File: config.mk
export PLATFORM = sky130hd
export DESIGN_NAME = ctrl_carga_serie
export DESIGN_NICKNAME = d
export VERILOG_FILES = /design/src/rtl/ctrl_carga_serie.sv
export SDC_FILE = /design/constraint.sdc
export NUM_CORES = 1
export LEC_CHECK = 0
export ABC_AREA = 1
export BUFFER_PORTS_ARGS = -buffer_cell sky130_fd_sc_hd__buf_2
export CORE_ASPECT_RATIO = 0.8
export CORE_MARGIN = 3
export CORE_UTILIZATION = 35
export DETAILED_ROUTE_END_ITERATION = 12
export SYNTH_ARGS = -nofsm -noshare
export SYNTH_HDL_FRONTEND = slang
export SYNTH_SLANG_ARGS = --single-unit
File: constraint.sdc
create_clock -name clk -period 3.7 [get_ports clk]
set_input_delay 0.74 -clock clk [delete_from_list [all_inputs] [get_ports clk]]
set_output_delay 0.74 -clock clk [all_outputs]
set_load 0.005 [all_outputs]
File: src/rtl/ctrl_carga_serie.sv
// ctrl_carga_serie: loads a parallel word and feeds it LSB-first into an
// external serial-in/serial-out shift chain at a programmable shift rate.
// Also clears the chain on request. Moore outputs; sr_reset additionally
// follows the reset input so the chain clears together with this block.
module ctrl_carga_serie #(
    parameter int unsigned WIDTH = 4,
    parameter int unsigned DIV   = 1
) (
    input  logic             clk,
    input  logic             reset,
    input  logic             start,
    input  logic             clear,
    input  logic [WIDTH-1:0] dato,
    output logic             ready,
    output logic             busy,
    output logic             done,
    output logic             sr_entrada,
    output logic             sr_enable,
    output logic             sr_reset
);

    localparam int unsigned BW = $clog2(WIDTH + 1);
    localparam int unsigned DW = $clog2(DIV + 1);

    typedef enum logic [1:0] {
        ST_IDLE  = 2'd0,
        ST_CLEAR = 2'd1,
        ST_SHIFT = 2'd2,
        ST_DONE  = 2'd3
    } state_e;

    state_e           state_q, state_d;
    logic [WIDTH-1:0] hold_q, hold_d;
    logic [BW-1:0]    bit_cnt_q, bit_cnt_d;
    logic [DW-1:0]    div_cnt_q, div_cnt_d;

    // Shift strobe point and last-bit detection, both from registered state only.
    logic div_wrap;
    logic last_bit;

    assign div_wrap = (div_cnt_q == DW'(DIV - 1));
    assign last_bit = (bit_cnt_q == BW'(WIDTH - 1));

    // State and datapath registers; synchronous reset returns to IDLE and drops any partial word.
    always_ff @(posedge clk) begin
        if (reset) begin
            state_q   <= ST_IDLE;
            hold_q    <= '0;
            bit_cnt_q <= '0;
            div_cnt_q <= '0;
        end else begin
            state_q   <= state_d;
            hold_q    <= hold_d;
            bit_cnt_q <= bit_cnt_d;
            div_cnt_q <= div_cnt_d;
        end
    end

    // Next-state, datapath update and Moore outputs.
    always_comb begin
        state_d   = state_q;
        hold_d    = hold_q;
        bit_cnt_d = bit_cnt_q;
        div_cnt_d = div_cnt_q;
        ready     = 1'b0;
        busy      = 1'b0;
        done      = 1'b0;
        sr_enable = 1'b0;

        case (state_q)
            ST_IDLE: begin
                ready = 1'b1;
                // clear has priority; a simultaneous start is dropped
                if (clear) begin
                    state_d = ST_CLEAR;
                end else if (start) begin
                    state_d   = ST_SHIFT;
                    hold_d    = dato;
                    bit_cnt_d = '0;
                    div_cnt_d = '0;
                end
            end

            ST_CLEAR: begin
                busy    = 1'b1;
                state_d = ST_DONE;
            end

            ST_SHIFT: begin
                busy = 1'b1;
                if (div_wrap) begin
                    // chain samples hold[0] on this edge
                    sr_enable = 1'b1;
                    div_cnt_d = '0;
                    hold_d    = hold_q >> 1;
                    bit_cnt_d = bit_cnt_q + BW'(1);
                    if (last_bit) begin
                        state_d = ST_DONE;
                    end
                end else begin
                    div_cnt_d = div_cnt_q + DW'(1);
                end
            end

            ST_DONE: begin
                busy    = 1'b1;
                done    = 1'b1;
                state_d = ST_IDLE;
            end

            default: begin
                state_d = ST_IDLE;
            end
        endcase
    end

    // Chain-facing signals: serial bit is the LSB of the holding register.
    assign sr_entrada = hold_q[0];
    assign sr_reset   = reset | (state_q == ST_CLEAR);

endmodule

==> key figures <==
Finish
  • Filler instances: 166
  • Area grow syn2layout: 17.1%
  • Most frequent cells in the layout: 30 x nand2_1, 16 x inv_1, 14 x nor2_1
  • Most common cell after layout, fill and taps aside: nand2_1
  • Inserted Diodes: 0
  • Share of layout cells above drive strength 1: 0.239
  • Fin util: 0.476
  • Layout Nets: 130

Power and ir drop
  • Pwr/cell area: slightly below 800 nW/µm²
  • Design Power: 574 µW
  • VDD IR-drop max: 353 µV
  • Leak Pwr: around 0.42 nW

Yosys
  • Post-synth EDFFs: 0
  • Synth unique cells: 14
  • Syn Inst Count: 97
  • Post-synthesis sequential area ratio: 0.289
  • Synth area leaders: dfxtp_1 29%, nand2_1 18%, ha_1 16%, inv_1 9.6%, nor2_1 8.4%
  • Synth Register Bits: 9
  • Mapped Nets: between 100 and 150
  • Post-synth top area cell: dfxtp_1
  • Async SR Flop Fraction: 0
  • Top_reg_cell synth: dfxtp_1
  • Area share of the largest cell type after synthesis: 0.289
  • Synthesized area: 623 µm²
  • Yosys warns: 0
  • Avg Cell Area, Syn: 6.42 µm²

Clock network
  • Hold_buf cts: 0
  • Clock Sinks: 9
  • Max clock buf depth: 2
  • # H-tree levels: 1
  • Setup Fix Bufs, Post-CTS: 0
  • CTS Buf Count: 3
  • Reg clk slew, reported paths: 0.06 ns
  • Post_cts resized: 0
  • CTS tree: built
  • Clk_lat worst skew: between 0.2 and 0.3 ns
  • Root buf cell: clkbuf_4

Global route
  • Gr usage total: 0.120
  • First-pass GRT wire length: 2.03 mm
  • Total gr overflow: 0
  • Vias in the first global route: around 500
  • Initial antenna violation count: 0
  • Largest net degree at the start of global routing: 13

Worst setup path
  • Cells along the critical path: inv_1, ha_1, or2_2, buf_2
  • Worst Setup End Kind: primary output
  • Startpoint types: flop
  • Max stage delay on crit path: 0.39 ns
  • CP Max Fanout: 4
  • Crit-path slowest cell: dfxtp_1
  • Data required, critical path: 2.96 ns
  • CP Class: flop to primary output
  • Critical Path AT: about 1.4 ns

STA
  • Setup_tns: 0 ns
  • Clock skew: 0.00497 ns
  • RSZ-0062 raised after global routing: no
  • Fmax: about 480 MHz
  • Fin. Hold Viols: 0
  • Worst Slack Setup Final: 1.61 ns
  • Final Setup Violations: 0
  • Worst slew pin tran: 0.251 ns
  • Slew HR: 0.832
  • Post-route minimum period: 2.09 ns
  • Fin crit share: 0.565
  • Final slew viol count: 0

Route
  • WL/cell: 8.63 µm
  • DR DRC count: 0
  • Drt pass-1 iters: 4
  • Metal3 WL: between 50 and 60 µm
  • Iteration-0 DRC Markers: 7
  • Vias: 559
  • ANT nets after route: 0
  • Via density: ~4.2
  • Met2 wire length: ~500 µm
  • WL final: 1.16 mm
  • Met1 WL: ~600 µm
  • Uppermost layer routed: met3

Die
  • Num rows: 12
  • Core Area: 1530 µm²
  • DIE AREA: around 2300 µm²
  • DIE WIDTH: ~53 µm
  • IO Count: 14
  • Starting Density: 0.407
  • Chip height: 43.7 µm

Placement
  • Place WS: 1.73 ns
  • Port bufs: 13
  • Gpl congestion: ~0.76
  • HPWL Detailed: 926 µm

Outcome
  • Outcome: completed

Job
  • Max cap viols: 0

Min path
  • Hold Crit Class: flop to flop
==> critical path: cells and delay by family, from the launching register on <==
kind	cells	cell delay (ns)
and+or+nand+nor	1	0.28
buffers and inverters	2	0.24
adders and majority gates	1	0.19
DFF	1	0.39
==> synthesized netlist by cell type, types with 2 or more instances <==
| cell type | instances |
|---|---|
| nand2_1 | 30 |
| inv_1 | 16 |
| nor2_1 | 14 |
| dfxtp_1 | 9 |
| ha_1 | 8 |
| nor2_2 | 5 |
| o21ai_0 | 5 |
| inv_2 | 2 |
| nand2_2 | 2 |
| nand3_1 | 2 |
==> flip-flops by register name, indices dropped and copies added, names as in the netlist <==
register,cells
hold_q,4
bit_cnt_q,3
state_q,2
==> where the power goes <==
part | total (mW) | switching [mW] | leakage, nW | internal (mW)
combinational | 0.338 | 0.213 | 0.334 | 0.125
clock | 0.0753 | 0.0338 | 0.0150 | 0.0415
sequential | 0.160 | 0.0215 | 0.0745 | 0.139
==> worst paths after layout <==
check / end / slack, ns / cells after the start / from
worst max-delay path: sr_reset / 1.61 / 4 / state_q[1]
worst min-delay path: hold_q[0] / 0.52 / 4 / hold_q[0]
worst max register to register: bit_cnt_q[2] / 2.18 / 6 / state_q[1]
worst min register to register: hold_q[0] / 0.52 / 4 / hold_q[0]
==> kinds of logic (layout without fill, tap and decap cells) <==
group                      Yosys count  after routing  synth area share
buffers and inverters               20             36             0.133
AOI/OAI and AO/OA                    5              5            0.0402
adders and majority gates            8              8             0.161
and+or+nand+nor                     55             55             0.378
DFF                                  9              9             0.289
==> routing by layer <==
metal,up-vias,GRT usage
li1,316,-
met1,231,0.163
met2,12,0.173
met3,0,0.0619
met4,0,0.0153
met5,-,0
==> through the flow <==
step | std cells | area, µm² | hold slack (ns)
after floorplan | 97 | 623 | 0.487
after global placement | 130 | 703 | 0.502
after detailed placement | 130 | 703 | 0.519
after CTS | 134 | 729 | 0.529
after global routing | 134 | 729 | 0.554
final | 134 | 729 | 0.525
==> layout make-up <==
cell class / instances / area [µm²] / share of cell area
multi-input cells: 68 / 360 / 0.494
flip-flops and latches: 9 / 180 / 0.247
inverters: 19 / 71.3 / 0.0978
repair buffers: 13 / 65.1 / 0.0892
clock buffers: 4 / 26.3 / 0.0360
well taps: 21 / 26.3 / 0.0360
(Power assumes the default switching activity.)
